**config.mk**
```make
export PLATFORM = sky130hd
export DESIGN_NAME = pipe_ctrl
export DESIGN_NICKNAME = d
export VERILOG_FILES = /design/src/rtl/pipe_ctrl_pkg.sv /design/src/rtl/pipe_ctrl_md_sequencer.sv /design/src/rtl/pipe_ctrl.sv
export SDC_FILE = /design/constraint.sdc
export NUM_CORES = 1
export LEC_CHECK = 0
export ABC_AREA = 1
export CAP_MARGIN = 30
export CORE_MARGIN = 2
export CORE_UTILIZATION = 30
export DETAILED_ROUTE_END_ITERATION = 7
export DONT_BUFFER_PORTS = 1
export GPL_TIMING_DRIVEN = 0
export PLACE_DENSITY_LB_ADDON = 0.12
export SYNTH_ARGS = -nofsm -noshare
export SYNTH_HDL_FRONTEND = slang
export SYNTH_HIERARCHICAL = 1
export SYNTH_SLANG_ARGS = --single-unit
```
**constraint.sdc**
```tcl
create_clock -name clk -period 3.35 [get_ports clk]
set_input_delay 0.67 -clock clk [delete_from_list [all_inputs] [get_ports clk]]
set_output_delay 0.67 -clock clk [all_outputs]
set_load 0.1 [all_outputs]
```
**src/rtl/pipe_ctrl_pkg.sv**
```systemverilog
// Shared types and forwarding encodings for the pipeline hazard controller.
package pipe_ctrl_pkg;

  typedef enum logic [1:0] {
    MD_IDLE = 2'd0,
    MD_BUSY = 2'd1,
    MD_DONE = 2'd2
  } md_state_t;

  typedef enum logic {
    MW_IDLE = 1'b0,
    MW_WAIT = 1'b1
  } mw_state_t;

  localparam logic [1:0] FWD_RF = 2'b00;
  localparam logic [1:0] FWD_M  = 2'b10;
  localparam logic [1:0] FWD_W  = 2'b01;

  // M-stage result is younger than W-stage, so it wins when both match.
  function automatic logic [1:0] fwd_sel(input logic [4:0] src,
                                         input logic       rw_m,
                                         input logic [4:0] wr_m,
                                         input logic       rw_w,
                                         input logic [4:0] wr_w);
    if (src != 5'd0 && rw_m && wr_m == src) return FWD_M;
    if (src != 5'd0 && rw_w && wr_w == src) return FWD_W;
    return FWD_RF;
  endfunction

endpackage

```
**src/rtl/pipe_ctrl_md_sequencer.sv**
```systemverilog
// Mult/div latency sequencer: a down-counter timing the iterative unit.
//   state   | meaning
//   MD_IDLE | no operation in flight
//   MD_BUSY | counting down remaining cycles
//   MD_DONE | result ready this cycle; a new start is accepted here
module md_sequencer
  import pipe_ctrl_pkg::*;
#(
  parameter int MUL_CYCLES = 4,
  parameter int DIV_CYCLES = 32
) (
  input  logic clk,
  input  logic rst,
  input  logic start,
  input  logic is_div,
  output logic busy,
  output logic done
);

  localparam logic [5:0] MUL_LOAD = 6'(MUL_CYCLES - 1);
  localparam logic [5:0] DIV_LOAD = 6'(DIV_CYCLES - 1);

  md_state_t  state;
  logic [5:0] md_cnt;

  always_ff @(posedge clk) begin
    if (rst) begin
      state  <= MD_IDLE;
      md_cnt <= 6'd0;
      busy   <= 1'b0;
      done   <= 1'b0;
    end else begin
      case (state)
        MD_IDLE, MD_DONE: begin
          done <= 1'b0;
          if (start) begin
            state  <= MD_BUSY;
            md_cnt <= is_div ? DIV_LOAD : MUL_LOAD;
            busy   <= 1'b1;
          end else begin
            state <= MD_IDLE;
            busy  <= 1'b0;
          end
        end
        MD_BUSY: begin
          if (md_cnt == 6'd0) begin
            state <= MD_DONE;
            busy  <= 1'b0;
            done  <= 1'b1;
          end else begin
            md_cnt <= md_cnt - 6'd1;
          end
        end
        default: begin
          state <= MD_IDLE;
          busy  <= 1'b0;
          done  <= 1'b0;
        end
      endcase
    end
  end

endmodule

```
**src/rtl/pipe_ctrl.sv**
```systemverilog
// Pipeline hazard unit: forwarding selects, stall/flush generation,
// mult/div interlock and data-memory wait handling.
module pipe_ctrl
  import pipe_ctrl_pkg::*;
#(
  parameter int MUL_CYCLES = 4,
  parameter int DIV_CYCLES = 32
) (
  input  logic       clk,
  input  logic       rst,
  input  logic [4:0] rs_d,
  input  logic [4:0] rt_d,
  input  logic [4:0] rs_e,
  input  logic [4:0] rt_e,
  input  logic [4:0] write_reg_e,
  input  logic       reg_write_e,
  input  logic       mem_to_reg_e,
  input  logic [4:0] write_reg_m,
  input  logic       reg_write_m,
  input  logic       mem_to_reg_m,
  input  logic [4:0] write_reg_w,
  input  logic       reg_write_w,
  input  logic       branch_d,
  input  logic       md_start_e,
  input  logic       md_div_e,
  input  logic       md_read_d,
  input  logic       dmem_req_m,
  input  logic       dmem_ack,
  output logic       stall_f,
  output logic       stall_d,
  output logic       stall_e,
  output logic       stall_m,
  output logic       flush_e,
  output logic       flush_w,
  output logic [1:0] fwd_a_e,
  output logic [1:0] fwd_b_e,
  output logic       fwd_a_d,
  output logic       fwd_b_d,
  output logic       md_busy,
  output logic       md_done
);

  mw_state_t mw_state;
  logic      seq_busy, seq_done;
  logic      mem_stall, load_use, branch_haz, md_read_haz, md_issue_haz;
  logic      hold_fd, hold_e;

  always_ff @(posedge clk) begin
    if (rst) begin
      mw_state <= MW_IDLE;
    end else begin
      case (mw_state)
        MW_IDLE: if (dmem_req_m && !dmem_ack) mw_state <= MW_WAIT;
        MW_WAIT: if (dmem_ack) mw_state <= MW_IDLE;
        default: mw_state <= MW_IDLE;
      endcase
    end
  end

  md_sequencer #(
    .MUL_CYCLES(MUL_CYCLES),
    .DIV_CYCLES(DIV_CYCLES)
  ) u_md_seq (
    .clk   (clk),
    .rst   (rst),
    .start (md_start_e && !hold_e),
    .is_div(md_div_e),
    .busy  (seq_busy),
    .done  (seq_done)
  );

  always_comb begin
    mem_stall    = dmem_req_m && !dmem_ack;
    load_use     = mem_to_reg_e && write_reg_e != 5'd0 &&
                   (write_reg_e == rs_d || write_reg_e == rt_d);
    branch_haz   = branch_d &&
                   ((reg_write_e && write_reg_e != 5'd0 &&
                     (write_reg_e == rs_d || write_reg_e == rt_d)) ||
                    (mem_to_reg_m && write_reg_m != 5'd0 &&
                     (write_reg_m == rs_d || write_reg_m == rt_d)));
    md_read_haz  = md_read_d && (seq_busy || md_start_e);
    md_issue_haz = md_start_e && seq_busy;
    hold_e       = md_issue_haz || mem_stall;
    hold_fd      = hold_e || load_use || branch_haz || md_read_haz;
  end

  // Everything is forced quiet while rst is high; a held E stage is never flushed.
  always_comb begin
    stall_f = !rst && hold_fd;
    stall_d = !rst && hold_fd;
    stall_e = !rst && hold_e;
    stall_m = !rst && mem_stall;
    flush_w = !rst && mem_stall;
    flush_e = !rst && !hold_e && (load_use || branch_haz || md_read_haz);
    fwd_a_e = rst ? FWD_RF : fwd_sel(rs_e, reg_write_m, write_reg_m, reg_write_w, write_reg_w);
    fwd_b_e = rst ? FWD_RF : fwd_sel(rt_e, reg_write_m, write_reg_m, reg_write_w, write_reg_w);
    fwd_a_d = !rst && reg_write_m && write_reg_m != 5'd0 && write_reg_m == rs_d;
    fwd_b_d = !rst && reg_write_m && write_reg_m != 5'd0 && write_reg_m == rt_d;
    md_busy = !rst && seq_busy;
    md_done = !rst && seq_done;
  end

endmodule

```
# ---- Word level (Yosys, flattened, before mapping)
# Cells that the tools add are included.
dict set report word_totals {
  ff_bits 10
}
dict set report classes {
  muxes 26
  n_reduce_logical 53
  add_sub_neg 1
  n_bitwise 1
  eq_ne 13
}
# cell count
set op_table {}
lappend op_table {{$eq 5x5->1} 8}
lappend op_table {{$logic_and 1x1->1} 30}
lappend op_table {{$mux 2} 11}
lappend op_table {{$reduce_bool 5->1} 4}
lappend op_table {{$mux 6} 2}
lappend op_table {{$pmux 6 s2} 1}
lappend op_table {{$logic_or 1x1->1} 10}
lappend op_table {{$mux 1} 9}
lappend op_table {{$logic_not 6->1} 1}
lappend op_table {{$sub 6x1->6 const B} 1}
lappend op_table {{$mux 5} 1}
lappend op_table {{$ne 2x1->1 const B} 2}
lappend op_table {{$pmux 2 s2} 1}
lappend op_table {{$reduce_or 2->1} 2}
lappend op_table {{$logic_not 1->1} 3}
lappend op_table {{$reduce_and 3->1} 1}
lappend op_table {{$eq 2x1->1 const B} 1}
lappend op_table {{$eq 2x2->1 const B} 1}
lappend op_table {{$logic_not 2->1} 1}
lappend op_table {{$ne 2x2->1 const B} 1}
lappend op_table {{$pmux 1 s2} 1}
lappend op_table {{$reduce_bool 2->1} 1}
lappend op_table {{$not 1->1} 1}

# ---- Longest topological paths before layout
# Gate-level depths: netlist of the first run.
dict set report logic_depth {
  depth_word 8
  ltp_mapped 12
}

# ---- By module
# The synthesis of the first run kept the hierarchy.
# module cells_per_inst area_per_inst_um2 instances seq_area_each_um2
set modules_own_cells {}
lappend modules_own_cells {pipe_ctrl 178 855.8 1 0.0}
lappend modules_own_cells {md_sequencer 70 505.5 1 180.2}

# ---- Worst setup path before layout of the first run
# Ideal clock, no wire load.
dict set report synth_path {
  kind {input to output}
  from {input port rst}
  to {output port stall_m}
  cell_stages 2
  slack_ns -0.706
  arrival_ns 3.386
  n_path_buf 1
  cell_sequence {nor3_1 buf_4}
}
dict set report synth_between {
  elab_chain_cells 2
}
# element line_no
set synth_rtl {}
lappend synth_rtl {{start: declaration} pipe_ctrl.sv:10} ;# input logic rst,
lappend synth_rtl {{$logic_not 1->1} pipe_ctrl.sv:92} ;# stall_m = !rst && mem_stall;
lappend synth_rtl {{$logic_and 1x1->1} pipe_ctrl.sv:92}
lappend synth_rtl {{end: declaration} pipe_ctrl.sv:32} ;# output logic stall_m,
# Every way passes these cells.

# ---- Final worst setup path of the first run
dict set report layout_path {
  from {input port write_reg_m[1]}
  to {output port stall_f}
}
dict set report layout_between {
  elab_chain_cells 8
  word_cells_on_any_way 11
}
# element line_no
set layout_rtl {}
lappend layout_rtl {{start: declaration} pipe_ctrl.sv:18} ;# input logic [4:0] write_reg_m,
lappend layout_rtl {{$eq 5x5->1 / $reduce_bool 5->1 (equally long branches)} {pipe_ctrl.sv:80, pipe_ctrl.sv:79}}
lappend layout_rtl {{$logic_or 1x1->1 / $logic_and 1x1->1 (equally long branches)} {pipe_ctrl.sv:80, pipe_ctrl.sv:79}}
lappend layout_rtl {{$logic_and 1x1->1 (*)} pipe_ctrl.sv:79} ;# (mem_to_reg_m && write_reg_m != 5'd0 &&
lappend layout_rtl {{$logic_or 1x1->1 (*)} pipe_ctrl.sv:78} ;# (write_reg_e == rs_d || write_reg_e == rt_d)) ||
lappend layout_rtl {{$logic_and 1x1->1 (*)} pipe_ctrl.sv:76} ;# branch_haz = branch_d &&
lappend layout_rtl {{$logic_or 1x1->1 (*) (2 in series)} pipe_ctrl.sv:84} ;# hold_fd = hold_e || load_use || branch_haz || md_read_haz;
lappend layout_rtl {{$logic_and 1x1->1 (*)} n/a}
lappend layout_rtl {{end: declaration} pipe_ctrl.sv:29} ;# output logic stall_f,
# Every way passes the cells marked *; elsewhere a longest branch is shown, timed or not.

==> summary.txt, run 1 <==
Timing
  • Slew HR: 45.0%
  • Worst slew pin tran: 824 ps
  • Setup ws final: 412 ps
  • Tcrit/Tclk final: 87.7%
  • Max Slew Vio Count: 0
  • Max frequency: 340 MHz
  • Clock Skew: 2.67 ps
  • Hold Violations, Final: 0
  • Setup TNS: 0 ps
  • RSZ-0062 raised after global routing: false
  • Tmin final: 2940 ps
  • Final setup viols: 0
  • Worst hold margin: 453 ps

Die
  • Initial core utilization: 31.3%
  • Core Area: 0.00435 mm²
  • Die ar.: 0.00509 mm²
  • Top Ports: 62
  • Die Width: 71.4 µm
  • Die height: 71.4 µm
  • Site Rows: 24

Synth
  • Count of cell types in the netlist: 30
  • Seq cells post-synth: 9
  • Register area share after synthesis: 13.2%
  • Net Count, Synth: 298
  • Post-Syn Instances: 248
  • Synth Cell Area: 0.00136 mm²
  • Synth Warn #: 6
  • Syn avg cell area: 5.49 µm²

Power and ir drop
  • P_leak: 0.874 nW
  • Pwr Total: 0.540 mW
  • Max IR drop VDD: 0.199 mV
  • PD cells: 323 mW/mm²

Global routing
  • First-pass GRT wire length: 6.20 mm
  • Vias in the first global route: 1408
  • GRT Total Usage: 15.0%
  • Largest net degree at the start of global routing: 11
  • GRT overflow: 0
  • Antenna violations before repair: 0

Detailed routing
  • Vias/cell: 4.67
  • Final antenna-violating net count: 0
  • Drt first pass iters: 4
  • Remaining DRCs: 0
  • WL final: 3.63 mm
  • Initial DRC count: 46
  • Vias post-DR: 1467
  • Wire per inst: 11.6 µm

Run
  • Max-cap violation count: 0

Placed design
  • Pre-CTS setup slack: 73.6 ps
  • Gpl congestion: 0.750
  • Placed cell area: 0.00163 mm²
  • Cell count after placement: 310
  • DP Wirelength: 3.12 mm
  • PortBufs: 0

Clock tree
  • Hold buffers post-CTS: 0
  • CTS buffer count: 3
  • CTS clk-pin slew, worst paths: 50 ps
  • Clk buf depth: 2
  • TritonCTS clock tree: built
  • CTS root buf: clkbuf_8
  • Post-CTS Setup Bufs: 0
  • Sink Count: 9
  • H-tree depth: 1
  • Clk Latency, worst-skew pair: 230 ps

Layout
  • Final net count: 313
  • Commonest non-fill, non-tap cell in the layout: nand2_1
  • Final core utilization: 38.4%
  • Fraction of layout instances using a drive strength above 1: 17.2%
  • Area growth syn-to-layout: 22.9%
  • Most frequent cells in the layout: nand2_1 (73), inv_1 (38), nor2_1 (31)
  • Fin cells: 314
  • ANT cells: 0
  • Final Cell Area: 0.00167 mm²

Run status
  • Status: completed

Worst setup path
  • CP Launch Type: input port
  • Worst Path Required: 2680 ps
  • CP Capture Type: output port
  • Setup CP Type: in2out
  • Critical-path maximum fanout: 7
  • Worst Path Arrival: 2270 ps

Min path
  • Worst hold path class: reg2reg
==> per-layer routing <==
| metal | vias to the layer above | track usage, % | part of all wire (%) |
|---|---|---|---|
| met1 | 620 | 21.8 | 52 |
| met2 | 54 | 22.3 | 40 |
| met3 | 0 | 4.50 | 8.7 |
| met5 | - | 0 | 0 |
| met4 | 0 | 1.89 | 0 |
| li1 | 793 | - | - |
==> where the power goes <==
group / leakage, nW / switching (mW) / internal [mW]
combinational: 0.777 / 0.181 / 0.0928
sequential: 0.0741 / 0.0153 / 0.123
clock: 0.0228 / 0.0449 / 0.0831
==> logic make-up after synthesis <==
group | Yosys count | synth area share, %
adder cells (fa/ha/maj) | 2 | 1.84
buffers and inverters | 51 | 16.1
AO/OA/AOI/OAI | 22 | 9.01
flip-flops | 9 | 13.2
XOR/XNOR | 14 | 9.01
AND/OR/NAND/NOR | 150 | 50.8
==> registers in the layout, summed over array words and instances, names as in the netlist <==
name	count
u_md_seq/done	1
u_md_seq/md_cnt	6
u_md_seq/state	2
==> timing repair <==
item                                   CTS  global route
endpoints found under the hold margin    0             0
setup endpoints to repair                0             1
resized for setup                        0             1
==> critical path, cell delays in order <==
cell and delay (ps):
buf_4 140, xor2_1 160, nor2_1 100, nand3_1 110, nand2_1 110, nand2_1 60
nand3_2 60, nand2_1 60, nand2_2 400, buf_4 390
==> final cells by class <==
cell class / instances / area, µm²
buffer: 5 / 41.3
fill: 473 / 2680
inverter: 46 / 178
timing repair buffer: 10 / 164
tap: 52 / 65.1
multi-input combinational: 188 / 1000
sequential: 9 / 180
clock buffer: 4 / 45.0
==> cell usage after synthesis <==
| cell | n | area [µm²] |
|---|---|---|
| nand3_4 | 1 | 17.5 |
| nand2_4 | 2 | 22.5 |
| nor2_4 | 3 | 33.8 |
| o21ai_0 | 8 | 40.0 |
| nand3b_1 | 2 | 15.0 |
| ha_1 | 2 | 25.0 |
| xor2_1 | 8 | 70.1 |
| a22o_1 | 1 | 8.76 |
| inv_6 | 1 | 8.76 |
| nand3_2 | 2 | 20.0 |
| o22ai_1 | 5 | 31.3 |
| o21ai_1 | 1 | 5.00 |
| nand4_1 | 3 | 18.8 |
| nand2_2 | 1 | 6.26 |
| a21oi_1 | 6 | 30.0 |
| nor2_1 | 37 | 139 |
| a211oi_1 | 1 | 7.51 |
| nor3b_2 | 1 | 12.5 |
| nor4_1 | 2 | 12.5 |
| buf_6 | 1 | 11.3 |
| nor3_1 | 5 | 25.0 |
| xnor2_1 | 6 | 52.6 |
| nand2_1 | 74 | 278 |
| inv_1 | 38 | 143 |
| nor2b_1 | 1 | 6.26 |
| inv_2 | 7 | 26.3 |
| nor3_2 | 1 | 10.0 |
| dfxtp_1 | 9 | 180 |
| buf_4 | 4 | 30.0 |
| nand3_1 | 15 | 75.1 |
==> worst paths after layout <==
path	slack [ps]	cells past startpoint	startpoint	endpoint
worst max-delay path	410	10	write_reg_m[1]	stall_f
worst min-delay path	450	2	u_md_seq/done	u_md_seq/done
worst max register to register	2020	7	u_md_seq/state[0]	u_md_seq/md_cnt[3]
worst min register to register	450	2	u_md_seq/done	u_md_seq/done
(Power assumes the default switching activity.)
==> run 2, diff against run 1 <==
CAP_MARGIN = default   (was 30)
==> run 2 against run 1 <==
  * Flip-flop and latch count is the same
  * Via count shrank 1.1%
  * Design area shrank 8.1%
  * Sequential share of layout area grew 0.95 points
  * Total power shrank 1.5%
  * Final cell count shrank 2.5%
  * Worst setup slack lost 310 ps
  * Die area is the same
  * First-iteration DRC count grew 30%
  * Clock skew shrank 2.1 ps
  * Combinational power shrank 3%
  * Critical path type unchanged
  * Largest cell class unchanged
==> summary.txt, run 2 (synthesis results as in run 1) <==
Timing
  • Slew HR: 28.4% (was 45.0%)
  • RSZ-0062 raised after global routing: false (unchanged)
  • Tcrit/Tclk final: 97.1% (was 87.7%)
  • Final setup viols: 0 (unchanged)
  • Setup TNS: 0 ps (unchanged)
  • Tmin final: 3250 ps (was 2940 ps)
  • Clock Skew: 0.592 ps (was 2.67 ps)
  • Max frequency: 308 MHz (was 340 MHz)
  • Max Slew Vio Count: 0 (unchanged)
  • Setup ws final: 98.3 ps (was 412 ps)
  • Worst slew pin tran: 1070 ps (was 824 ps)
  • Worst hold margin: 450 ps (was 453 ps)
  • Hold Violations, Final: 0 (unchanged)

Clock tree
  • Sink Count: 9 (unchanged)
  • Hold buffers post-CTS: 0 (unchanged)
  • Clk buf depth: 2 (unchanged)
  • CTS root buf: clkbuf_8 (unchanged)
  • Clk Latency, worst-skew pair: 230 ps (about the same)
  • TritonCTS clock tree: built (unchanged)
  • PostCTS Resize Cnt: 0 (unchanged)
  • CTS clk-pin slew, worst paths: 50 ps (about the same)
  • CTS buffer count: 3 (unchanged)
  • H-tree depth: 1 (unchanged)
  • Post-CTS Setup Bufs: 0 (unchanged)

Layout
  • Final net count: 305 (was 313)
  • Commonest non-fill, non-tap cell in the layout: nand2_1 (unchanged)
  • Most frequent cells in the layout: nand2_1 (74), inv_1 (38), nor2_1 (31) (was nand2_1 (73), inv_1 (38), nor2_1 (31))
  • Largest regs: u_md_seq/md_cnt: 6 flops, u_md_seq/state: 2 flops, u_md_seq/done: 1 flops (unchanged)
  • Area growth syn-to-layout: 13.0% (was 22.9%)
  • Top reg by flops: u_md_seq/md_cnt (unchanged)
  • Final core utilization: 35.3% (was 38.4%)
  • ANT cells: 0 (unchanged)
  • Max reg flops: 6 (unchanged)
  • Fraction of layout instances using a drive strength above 1: 14.2% (was 17.2%)

Detailed routing
  • Vias/cell: 4.74 (was 4.67)
  • Remaining DRCs: 0 (unchanged)
  • Initial DRC count: 60 (was 46)
  • Vias post-DR: 1451 (was 1467)
  • Final antenna-violating net count: 0 (unchanged)
  • Drt first pass iters: 4 (unchanged)
  • WL final: 3.62 mm (was 3.63 mm)
  • Wire per inst: 11.8 µm (was 11.6 µm)

Worst setup path
  • Critical-path maximum fanout: 7 (unchanged)
  • CP Capture Type: output port (unchanged)
  • CP Launch Type: input port (unchanged)
  • Setup CP Type: in2out (unchanged)
  • Worst Path Arrival: 2580 ps (was 2270 ps)
  • Worst Path Required: 2680 ps (about the same)

Global routing
  • Largest net degree at the start of global routing: 11 (unchanged)
  • First-pass GRT wire length: 6.13 mm (was 6.20 mm)
  • Antenna violations before repair: 0 (unchanged)
  • GRT overflow: 0 (unchanged)
  • GRT Total Usage: 14.8% (was 15.0%)
  • Vias in the first global route: 1375 (was 1408)

Power and ir drop
  • PD cells: 346 mW/mm² (was 323 mW/mm²)
  • Pwr Total: 0.532 mW (was 0.540 mW)
  • P_leak: 0.812 nW (was 0.874 nW)
  • Max IR drop VDD: 0.201 mV (was 0.199 mV)

Die
  • Initial core utilization: 31.3% (unchanged)
  • Site Rows: 24 (unchanged)
  • Die height: 71.4 µm (unchanged)
  • Core Area: 0.00435 mm² (unchanged)
  • Top Ports: 62 (unchanged)
  • Die ar.: 0.00509 mm² (unchanged)
  • Die Width: 71.4 µm (unchanged)

Placed design
  • Gpl congestion: 0.750 (unchanged)
  • PortBufs: 0 (unchanged)
  • DP Wirelength: 3.13 mm (was 3.12 mm)
  • Pre-CTS setup slack: 84.3 ps (was 73.6 ps)

Min path
  • Worst hold path class: reg2reg (unchanged)

Run status
  • Status: completed (unchanged)

Run
  • Max-cap violation count: 0 (unchanged)
## run 2: cell count changes in the layout (fill, tap and decap cells not counted), sizes merged
cell,previous run,this run
buf,15,7
## run 2: worst max-delay path, cell delays in order
cell,delay [ps]
buf_4,140
xor2_1,160
nor2_1,100
nand3_1,110
nand2_1,120
nand2_1,70
nand3_2,60
nand2_1,50
nand2_1,670
buf_4,430
## run 2: metal layers
layer	part of all wire, %	vias up	track usage, %
li1	-	781	-
met1	52	613	21.3
met2	40	57	22.7
met3	8.2	0	4.22
met4	0	0	1.89
met5	0	-	0
## run 2: cell type report
type                       instances  area, µm²
buffer                             5       41.3
inverter                          46        178
sequential                         9        180
clock buffer                       4       45.0
multi-input combinational        188        997
timing repair buffer               2       31.3
fill                             491       2820
tap                               52       65.1
## run 2: path summary, 6_finish.rpt
path                            slack [ps]          startpoint                 end  cells after the start
worst min register to register         450       u_md_seq/done       u_md_seq/done                      2
worst max-delay path                   100      write_reg_m[1]             stall_f                     10
worst max register to register        2060  u_md_seq/md_cnt[0]  u_md_seq/md_cnt[2]                      8
worst min-delay path                   450       u_md_seq/done       u_md_seq/done                      2
## run 2: where the power goes
part / switching [mW] / internal (mW) / total (mW)
logic: 0.180 / 0.0868 / 0.266
clock network: 0.0441 / 0.0831 / 0.127
registers: 0.0153 / 0.123 / 0.138
total: 0.239 / 0.293 / 0.532
## run 2: stage by stage
step / instance area [µm²] / std cells
finish: 1540 / 306
CTS: 1540 / 306
detailed placement: 1490 / 302
global placement: 1430 / 300
global route: 1540 / 306
floorplan: 1370 / 248
==> run 3, diff against run 2 <==
SKIP_CTS_REPAIR_TIMING = 1   (was default)
==> results of run 3 <==
The final DEF is identical to that of run 2; final timing and power are the same.
